<file path="src/rtl/fft_bitrev_loader_if.sv">
// Sample stream bundle between the test-data generator, the bit-reversal loader and the FFT core.
// The master modport is the generator/core side, the slave modport is the loader.
interface fft_bitrev_loader_if #(
  parameter int unsigned DW = 32
) ();
  logic [DW-1:0] in_real;
  logic [DW-1:0] in_img;
  logic          in_valid;
  logic          in_start;
  logic          in_over;
  logic [DW-1:0] out_real;
  logic [DW-1:0] out_img;
  logic          out_valid;
  logic          out_ready;
  logic          out_first;
  logic          out_last;

  modport master (
    output in_real, in_img, in_valid, in_start, in_over, out_ready,
    input  out_real, out_img, out_valid, out_first, out_last
  );

  modport slave (
    input  in_real, in_img, in_valid, in_start, in_over, out_ready,
    output out_real, out_img, out_valid, out_first, out_last
  );
endinterface

</file>
<file path="src/rtl/fft_bitrev_loader.sv">
// Captures generator frames into a ping-pong buffer at bit-reversed addresses and
// streams each completed frame out in natural order over valid/ready.
module fft_bitrev_loader #(
  parameter int unsigned LAYER = 3,
  parameter int unsigned DW    = 32
) (
  input  logic                 clk,
  input  logic                 rst,
  fft_bitrev_loader_if.slave   bus,
  output logic                 err_drop,
  output logic                 err_short,
  output logic [15:0]          frame_cnt
);

  localparam int unsigned N  = 1 << LAYER;
  localparam int unsigned AW = LAYER + 1;
  localparam int unsigned SW = 2 * DW;
  localparam logic [LAYER-1:0] LAST_IDX = LAYER'(N - 1);
  localparam logic [LAYER-1:0] ZERO_IDX = '0;

  typedef enum logic { W_IDLE, W_FILL }   wstate_t;
  typedef enum logic { R_IDLE, R_STREAM } rstate_t;

  wstate_t          wstate;
  rstate_t          rstate;
  logic [LAYER-1:0] wcnt;
  logic [LAYER-1:0] fcnt;
  logic             wbank;
  logic             rbank;
  logic [1:0]       full;
  logic             fetch_done;

  logic             wr_en_c;
  logic [AW-1:0]    wr_addr_c;
  logic             set_full_c;
  logic             clr_full_c;
  logic             rd_load_c;
  logic [SW-1:0]    rd_word_c;

  logic [SW-1:0]    mem [2*N];

  function automatic logic [LAYER-1:0] bitrev(input logic [LAYER-1:0] a);
    logic [LAYER-1:0] r;
    for (int i = 0; i < LAYER; i++) r[i] = a[LAYER-1-i];
    return r;
  endfunction

  // Write-side decode: memory write strobe/address and frame completion
  always_comb begin
    wr_en_c    = 1'b0;
    wr_addr_c  = {wbank, bitrev(wcnt)};
    set_full_c = 1'b0;
    case (wstate)
      W_IDLE: begin
        if (bus.in_start && !full[wbank] && bus.in_valid) begin
          wr_en_c   = 1'b1;
          wr_addr_c = {wbank, ZERO_IDX};
        end
      end
      W_FILL: begin
        if (bus.in_start) begin
          wr_en_c   = bus.in_valid;
          wr_addr_c = {wbank, ZERO_IDX};
        end else begin
          wr_en_c    = bus.in_valid;
          set_full_c = bus.in_valid && (wcnt == LAST_IDX);
        end
      end
      default: ;
    endcase
  end

  assign clr_full_c = (rstate == R_STREAM) && bus.out_valid && bus.out_ready && bus.out_last;
  assign rd_load_c  = (rstate == R_STREAM) && !fetch_done && (!bus.out_valid || bus.out_ready);
  assign rd_word_c  = mem[{rbank, fcnt}];

  // Sample storage; contents are meaningless until the bank's full flag is set
  always_ff @(posedge clk) begin
    if (wr_en_c) mem[wr_addr_c] <= {bus.in_real, bus.in_img};
  end

  // Bank ownership: writer sets, reader clears; they never target the same bank
  always_ff @(posedge clk or negedge rst) begin
    if (!rst) begin
      full <= '0;
    end else begin
      if (set_full_c) full[wbank] <= 1'b1;
      if (clr_full_c) full[rbank] <= 1'b0;
    end
  end

  // Write FSM
  always_ff @(posedge clk or negedge rst) begin
    if (!rst) begin
      wstate    <= W_IDLE;
      wcnt      <= '0;
      wbank     <= 1'b0;
      err_drop  <= 1'b0;
      err_short <= 1'b0;
    end else begin
      case (wstate)
        W_IDLE: begin
          if (bus.in_start) begin
            if (full[wbank]) begin
              err_drop <= 1'b1;
            end else begin
              wstate <= W_FILL;
              wcnt   <= bus.in_valid ? LAYER'(1) : ZERO_IDX;
            end
          end
        end
        W_FILL: begin
          if (bus.in_start) begin
            err_short <= 1'b1;
            wcnt      <= bus.in_valid ? LAYER'(1) : ZERO_IDX;
          end else if (set_full_c) begin
            wstate <= W_IDLE;
            wcnt   <= '0;
            wbank  <= ~wbank;
          end else if (bus.in_over) begin
            err_short <= 1'b1;
            wstate    <= W_IDLE;
            wcnt      <= '0;
          end else if (bus.in_valid) begin
            wcnt <= wcnt + LAYER'(1);
          end
        end
        default: wstate <= W_IDLE;
      endcase
    end
  end

  // Read FSM; the output register doubles as the RAM read register and holds under stall
  always_ff @(posedge clk or negedge rst) begin
    if (!rst) begin
      rstate        <= R_IDLE;
      rbank         <= 1'b0;
      fcnt          <= '0;
      fetch_done    <= 1'b0;
      frame_cnt     <= '0;
      bus.out_real  <= '0;
      bus.out_img   <= '0;
      bus.out_valid <= 1'b0;
      bus.out_first <= 1'b0;
      bus.out_last  <= 1'b0;
    end else begin
      case (rstate)
        R_IDLE: begin
          if (full[rbank]) begin
            rstate     <= R_STREAM;
            fcnt       <= '0;
            fetch_done <= 1'b0;
          end
        end
        R_STREAM: begin
          if (rd_load_c) begin
            bus.out_real  <= rd_word_c[SW-1:DW];
            bus.out_img   <= rd_word_c[DW-1:0];
            bus.out_valid <= 1'b1;
            bus.out_first <= (fcnt == ZERO_IDX);
            bus.out_last  <= (fcnt == LAST_IDX);
            fcnt          <= fcnt + LAYER'(1);
            if (fcnt == LAST_IDX) fetch_done <= 1'b1;
          end else if (bus.out_valid && bus.out_ready) begin
            bus.out_valid <= 1'b0;
            bus.out_first <= 1'b0;
            bus.out_last  <= 1'b0;
            if (bus.out_last) begin
              rstate    <= R_IDLE;
              rbank     <= ~rbank;
              frame_cnt <= frame_cnt + 16'd1;
            end
          end
        end
        default: rstate <= R_IDLE;
      endcase
    end
  end

endmodule

</file>
<file path="src/flat_wrapper.sv">
// flat-port wrapper written by rule: the top's interface ports become plain ports
module fft_bitrev_loader_flat 
#(
  parameter int unsigned LAYER = 3,
  parameter int unsigned DW    = 32
)
  (clk, rst, err_drop, err_short, frame_cnt, bus_in_real, bus_in_img, bus_in_valid, bus_in_start, bus_in_over, bus_out_ready, bus_out_real, bus_out_img, bus_out_valid, bus_out_first, bus_out_last);
  fft_bitrev_loader_if #(.DW(DW)) bus_i ();
  input  logic clk;
  input  logic rst;
  output logic err_drop;
  output logic err_short;
  output logic [15:0] frame_cnt;
  input wire logic [$bits(bus_i.in_real)-1:0] bus_in_real;
  input wire logic [$bits(bus_i.in_img)-1:0] bus_in_img;
  input wire logic [$bits(bus_i.in_valid)-1:0] bus_in_valid;
  input wire logic [$bits(bus_i.in_start)-1:0] bus_in_start;
  input wire logic [$bits(bus_i.in_over)-1:0] bus_in_over;
  input wire logic [$bits(bus_i.out_ready)-1:0] bus_out_ready;
  output wire logic [$bits(bus_i.out_real)-1:0] bus_out_real;
  output wire logic [$bits(bus_i.out_img)-1:0] bus_out_img;
  output wire logic [$bits(bus_i.out_valid)-1:0] bus_out_valid;
  output wire logic [$bits(bus_i.out_first)-1:0] bus_out_first;
  output wire logic [$bits(bus_i.out_last)-1:0] bus_out_last;
  assign bus_i.in_real = bus_in_real;
  assign bus_i.in_img = bus_in_img;
  assign bus_i.in_valid = bus_in_valid;
  assign bus_i.in_start = bus_in_start;
  assign bus_i.in_over = bus_in_over;
  assign bus_i.out_ready = bus_out_ready;
  assign bus_out_real = bus_i.out_real;
  assign bus_out_img = bus_i.out_img;
  assign bus_out_valid = bus_i.out_valid;
  assign bus_out_first = bus_i.out_first;
  assign bus_out_last = bus_i.out_last;
  fft_bitrev_loader #(.LAYER(LAYER), .DW(DW)) u_core (.clk(clk), .rst(rst), .bus(bus_i), .err_drop(err_drop), .err_short(err_short), .frame_cnt(frame_cnt));
endmodule
</file>
<file path="config.mk">
export PLATFORM = sky130hd
export DESIGN_NAME = fft_bitrev_loader_flat
export DESIGN_NICKNAME = d
export VERILOG_FILES = /design/src/rtl/fft_bitrev_loader_if.sv /design/src/rtl/fft_bitrev_loader.sv /design/src/flat_wrapper.sv
export SDC_FILE = /design/constraint.sdc
export NUM_CORES = 1
export LEC_CHECK = 0
export CAP_MARGIN = 0
export CORE_AREA = 2 2 439 398
export CTS_CLUSTER_SIZE = 28
export DETAILED_ROUTE_END_ITERATION = 6
export DIE_AREA = 0 0 441 400
export SKIP_CTS_REPAIR_TIMING = 1
export SLEW_MARGIN = 25
export SYNTH_ARGS = -nofsm -noshare
export SYNTH_HDL_FRONTEND = slang
export SYNTH_SLANG_ARGS = --single-unit
</file>
<file path="constraint.sdc">
create_clock -name clk -period 11.8 [get_ports clk]
set_clock_uncertainty 0.05 [all_clocks]
set_input_delay 3.54 -clock clk [delete_from_list [all_inputs] [get_ports clk]]
set_output_delay 3.54 -clock clk [all_outputs]
set_load 0.02 [all_outputs]
</file>
==> results of run 1 <==
flip-flops by register name, indices dropped and copies added, names as in the netlist, 2 cells and up:
| register | flops |
|---|---|
| u_core.fcnt | 3 |
| u_core.wcnt | 3 |
| u_core.mem | 1024 |
| u_core.bus.out_img | 32 |
| u_core.frame_cnt | 16 |
| u_core.full | 2 |
| u_core.bus.out_real | 32 |
layer usage:
metal	up-vias	global-route usage, %	wire (µm)	part of all wire [%]
met5	-	0	34	0.033
met4	6	3.36	2090	2.0
met3	131	2.44	6020	5.8
met2	541	19.0	50600	49
met1	11100	15.5	45100	43
li1	9366	-	-	-
placed cells by master, fill, tap and decap left out, drive strengths merged, types with 2 or more instances in the layout:
master / count
edfxtp: 1024
mux2i: 260
clkbuf: 164
clkdlybuf4s50: 153
nand2: 133
a22oi: 128
mux4: 127
dfrtp: 98
nor2: 90
a31oi: 63
nand4: 58
buf: 39
a21oi: 37
clkinv: 36
inv: 12
xnor2: 11
o21ai: 8
xor2: 6
ha: 6
nor2b: 6
nand2b: 5
bufinv: 5
nand3: 4
and2: 4
diode: 3
o31ai: 3
and3: 3
clkinvlp: 3
o22a: 2
o211ai: 2
a22o: 2
a41oi: 2
nor3: 2
a221oi: 2
path summary, 6_finish.rpt:
| path | from | end | cells after the start |
|---|---|---|---|
| max in group asynchronous | rst | u_core.rbank | 2 |
| max reg2reg | u_core.fcnt[0] | u_core.bus.out_real[26] | 5 |
| min reg2reg | u_core.frame_cnt[15] | u_core.frame_cnt[15] | 1 |
| max | bus_in_start | u_core.mem[4][10] | 5 |
| min | u_core.frame_cnt[15] | u_core.frame_cnt[15] | 1 |
| min in group asynchronous | rst | u_core.bus.out_img[6] | 1 |
synthesized netlist by cell type, drive strengths merged, types with 2 or more instances:
library cell,instances,area (µm²)
nand3,4,20.0
a22o,2,17.5
nor3,2,10.0
xnor2,11,96.3
o211ai,2,15.0
buf,67,483
nand2b,5,31.3
a31oi,63,394
inv,7,26.3
a22oi,128,961
mux4,127,2860
mux2i,260,2600
nand4,58,363
a221oi,2,23.8
nor2,90,338
nor2b,6,37.5
and3,3,18.8
o31ai,3,22.5
a21oi,37,185
nand2,133,499
and2,4,25.0
o21ai,8,40.0
edfxtp,1024,30700
a41oi,2,17.5
clkbuf,57,215
o22a,2,17.5
ha,6,75.1
dfrtp,98,2450
xor2,6,52.6
where the power goes:
part	switching, W	internal [W]	total, W
Combinational	0.00154	0.00115	0.00269
Clock	0.00152	0.00196	0.00347
Sequential	0.000269	0.00451	0.00477
cell type report:
type	count	area, µm²
Antenna cell	3	7.51
Clock buffer	164	3120
Clock inverter	49	515
Fill cell	16700	122000
Inverter	7	26.3
Multi-Input combinational cell	976	8990
Sequential cell	1122	33200
Tap cell	2278	2850
Timing Repair Buffer	192	1910
critical path, cell delays in order:
cell             delay, ps
clkdlybuf4s50_1        550
nor2b_1                300
nand4b_1               440
nor2_4                 890
buf_4                  780
logic make-up (layout without fill, tap and decap cells):
kind of cell,count (synthesis),after routing,share of synthesized area (%)
flip-flops,1122,1122,77.7
multiplexers,388,388,12.8
other,0,3,0
XOR/XNOR,17,17,0.348
buffers and inverters,131,412,1.69
AO/OA/AOI/OAI,254,254,4.06
AND/OR/NAND/NOR,311,311,3.25
adder cells (fa/ha/maj),6,6,0.176
through the flow:
step | cells | hold slack, ps
2_1_floorplan | 2229 | 431
3_3_place_gp | 4571 | 412
3_5_place_dp | 4572 | 414
4_1_cts | 4785 | 428
5_1_grt | 4789 | 449
6_report | 4791 | 420
==> qor.yml, run 1 <==
endpoint_kind: "flop"
dp_hpwl_um: 59900
numPortBuffers: 154
synth.yosys.seq_area_share_pct: 77.7
cts_num_sinks: 1122
layout_worst_path_cycle_share_pct: 53.3
core_area_um2: 172000
maxSlewViolCount: 0
avgViaCountPerCell: 4.42
wl_um: 104000
layout.cell_area.non_filler_um2: 50600
ys.flop_type: "edfxtp_1"
synthToLayoutAreaGrowth_pct: 18.4
leakage_nw: 16.1
postSynthRegisterBits: 1122
grt_setup_unrepaired: "false"
yosys.cell_types.count: 50
synth.net_count: 2305
clkTransAtPathRegs_ps: 60
grt_max_degree: 120
vdd_drop_max_uv: 193
cap_violations: 0
die_area_um2: 176000
clock_tree.root_cell: "clkbuf_16"
reg2reg_slack_ps: 7690
vias_in_the_first_global_route: 21300
worstSetupStartpointType: "primary input"
timing.critical_path.arrival_ps: 6540
cts-root-to-sink-buffers: 3
hold_path_class: "reg -> reg"
routabilityCongestion: 0.734
grt_first_pass_wirelength_um: 151000
tritoncts.num_buffers: 112
final-hold-violation-count: 0
chipWidth_um: 441
gr-usage-all-layers_pct: 11.6
globalRouteOverflowTotal: 0
antenna_found_initial: 8
firstDrtPassIters: 7
share_of_layout_cells_above_drive_strength_1_pct: 14.0
insertion_delay_of_the_later_clocked_pin_in_the_worst_skew_pair_ps: 760
synth_enable_flop_cells: 1024
synth.cell_area_um2: 42700
worst_ep_required_time_ps: 12060
drt.antenna.violating_nets: 0
pin_count: 155
route.detailed.drc: 0
dr_total_vias: 21200
critical_path_class: "in -> reg"
start_util_pct: 24.8
timing.setup.tns_ps: 0
ys_warn_count: 0
powerDensity_nw_per_um2: 216
route.detailed.wl_per_inst_um: 21.7
synth_cells: 2229
clock_tree_from_tritoncts: "yes"
final_core_util_pct: 29.4
drt_first_iter_violations: 1670
final-setup-viol-count: 0
dp_worst_setup_slack_ps: 4710
setup_slack_ps: 5510
placementRows: 145
num-nets-final: 2487
design_power_total_w: 0.0109
tightestPinTransition_ps: 1030
crit_path_max_fanout: 42
placed_cell_area_um2: 46900
relSlewSlack_pct: 31.3
status: "completed"
maxClockFrequency_mhz: 159
finalWorstPathRequiredPeriod_ps: 6290
avgSynthCellArea_um2: 19.2
cts_max_level: 3
die_height_um: 400
async_flop_share_pct: 8.73
Note: power is estimated with default switching activity, not from simulation.
==> run 2: changes to the inputs <==
- clock period: 11.8 -> 5.6 ns (I/O delays scaled with it)
==> run 2 against run 1 <==
Against the previous run: total power up 110%; hold slack better by 17 ps; highest routed layer unchanged; clock power up 120%; non-clock buffer count up 20; register-to-register slack got worse by 5200 ps.
==> qor.yml, run 2 (synthesized netlist as in run 1, its figures left out) <==
globalRouteOverflowTotal: 0  # unchanged
final-hold-violation-count: 0  # unchanged
dr_total_vias: 21400  # was 21.2k
cts_num_sinks: 1122  # unchanged
setup_slack_ps: 1850  # was 5510 ps
die_area_um2: 176000  # unchanged
worst_ep_required_time_ps: 5900  # was 12060 ps
dp_hpwl_um: 59800  # was 59900 µm
placementRows: 145  # unchanged
p_comb_share_pct: 25.1  # was 24.6%
crit_path_max_fanout: 16  # was 42
status: "completed"  # unchanged
clock_tree.root_cell: "clkbuf_16"  # unchanged
mostFrequentLayoutCell: "edfxtp_1"  # unchanged
wl_um: 105000  # was 104000 µm
maxClockFrequency_mhz: 267
clock_power_share_pct: 32.2  # was 31.8%
count_of_non_filler_cells_in_the_finished_layout: 4807  # was 4791
largest_register_ffs: 1024  # unchanged
leakage_nw: 16.3  # was 16.1 nW
final-setup-viol-count: 0  # unchanged
layout_top_registers: "u_core.mem x1024, u_core.bus.out_img x32, u_core.bus.out_real x32"  # unchanged
layout_worst_path_cycle_share_pct: 66.9
share_of_layout_cells_above_drive_strength_1_pct: 15.0  # was 14.0%
reg2reg_slack_ps: 2510  # was 7690 ps
die_height_um: 400  # unchanged
hold_path_class: "reg -> reg"  # unchanged
timing.setup.tns_ps: 0  # unchanged
numPortBuffers: 154  # unchanged
avgViaCountPerCell: 4.45  # was 4.42
tritoncts.num_buffers: 110  # was 112
dp_worst_setup_slack_ps: 1210  # was 4710 ps
tightestPinTransition_ps: 1040  # was 1030 ps
antenna_found_initial: 18  # was 8
pin_count: 155  # unchanged
timing.critical_path.arrival_ps: 4050  # was 6540 ps
firstDrtPassIters: 5  # was 7
synthToLayoutAreaGrowth_pct: 19.6  # was 18.4%
design_power_total_w: 0.0235  # was 0.0109 W
largest-register: "u_core.mem"  # unchanged
critical_path_class: "in -> reg"  # unchanged
chipWidth_um: 441  # unchanged
insertion_delay_of_the_later_clocked_pin_in_the_worst_skew_pair_ps: 700  # was 760 ps
clock_tree_from_tritoncts: "yes"  # unchanged
maxSlewViolCount: 0  # unchanged
grt_setup_unrepaired: "false"  # unchanged
placed_cells_incl_taps: 4594  # was 4572
internal_power_w: 0.0164  # was 0.00761 W
core_area_um2: 172000  # unchanged
clkTransAtPathRegs_ps: 60  # about the same
route.detailed.wl_per_inst_um: 21.9  # was 21.7 µm
fill_cells: 16600  # was 16.7k
vias_in_the_first_global_route: 21500  # was 21.3k
start_util_pct: 24.8  # unchanged
layout.cells.most_common_list: "edfxtp_1, mux2i_1, clkdlybuf4s50_1"  # unchanged
sw_frac_of_total_pct: 30.2  # was 30.4%
finalWorstPathRequiredPeriod_ps: 3750
cts_max_level: 3  # unchanged
final_core_util_pct: 29.7  # was 29.4%
relSlewSlack_pct: 30.4  # was 31.3%
vdd_drop_max_uv: 459  # was 193 µV
powerDensity_nw_per_um2: 460  # was 216 nW/µm²
cap_violations: 0  # unchanged
power_frac_seq_pct: 42.7  # was 43.7%
worstSetupStartpointType: "primary input"  # unchanged
num-nets-final: 2505  # was 2487
endpoint_kind: "flop"  # unchanged
netSwitchingPower_w: 0.00709  # was 0.00333 W
routabilityCongestion: 0.739  # was 0.734
grt_max_degree: 69  # was 120
drt_first_iter_violations: 1857  # was 1670
route.detailed.drc: 0  # unchanged
grt_first_pass_wirelength_um: 152000  # was 151000 µm
drt.antenna.violating_nets: 0  # unchanged
gr-usage-all-layers_pct: 11.8  # was 11.6%
cts-root-to-sink-buffers: 3  # unchanged
run 2: final timing paths:
kind	from	end	cells past startpoint
min	u_core.err_short	u_core.err_short	1
max	bus_in_start	u_core.mem[8][38]	6
min reg2reg	u_core.err_short	u_core.err_short	1
max reg2reg	u_core.rbank	u_core.bus.out_real[25]	4
max in group asynchronous	rst	u_core.bus.out_real[14]	2
min in group asynchronous	rst	u_core.bus.out_real[8]	1
run 2: cell type report:
| class | instances | area, µm² | share of cell area, % |
|---|---|---|---|
| clock inverter | 66 | 795 | 1.55 |
| sequential | 1122 | 33200 | 65.0 |
| antenna | 3 | 7.51 | 0.0147 |
| multi-input combinational | 976 | 8990 | 17.6 |
| tap | 2278 | 2850 | 5.57 |
| timing repair buffer | 212 | 2290 | 4.49 |
| inverter | 7 | 26.3 | 0.0514 |
| clock buffer | 143 | 2960 | 5.79 |
run 2: power by group through the flow:
stage | logic [W] | clock network [W] | registers, W
floorplan | 0.00381 | 0 | 0.0101
global placement | 0.00587 | 0 | 0.0103
detailed placement | 0.00593 | 0 | 0.0103
CTS | 0.00595 | 0.00774 | 0.0101
global route | 0.00636 | 0.00809 | 0.0101
finish | 0.00589 | 0.00758 | 0.0100
run 2: layer usage:
| metal | track usage [%] | wire [µm] | vias up |
|---|---|---|---|
| met2 | 19.3 | 51000 | 605 |
| met1 | 15.7 | 45500 | 11200 |
| met4 | 2.89 | 2220 | 20 |
| met5 | 0 | 118 | - |
| met3 | 2.77 | 6440 | 169 |
| li1 | - | - | 9431 |
run 2: stage by stage:
| step | hold WS, ps | area (µm²) |
|---|---|---|
| final | 436 | 51100 |
| after global routing | 461 | 51100 |
| after CTS | 441 | 51100 |
| after floorplan | 431 | 42700 |
| after global placement | 415 | 47300 |
| after detailed placement | 425 | 47300 |
run 2: critical path: stages:
cell	delay [ps]
clkdlybuf4s50_1	630
nand2b_1	150
a22o_1	150
nand3_1	350
nor2_4	690
buf_4	380
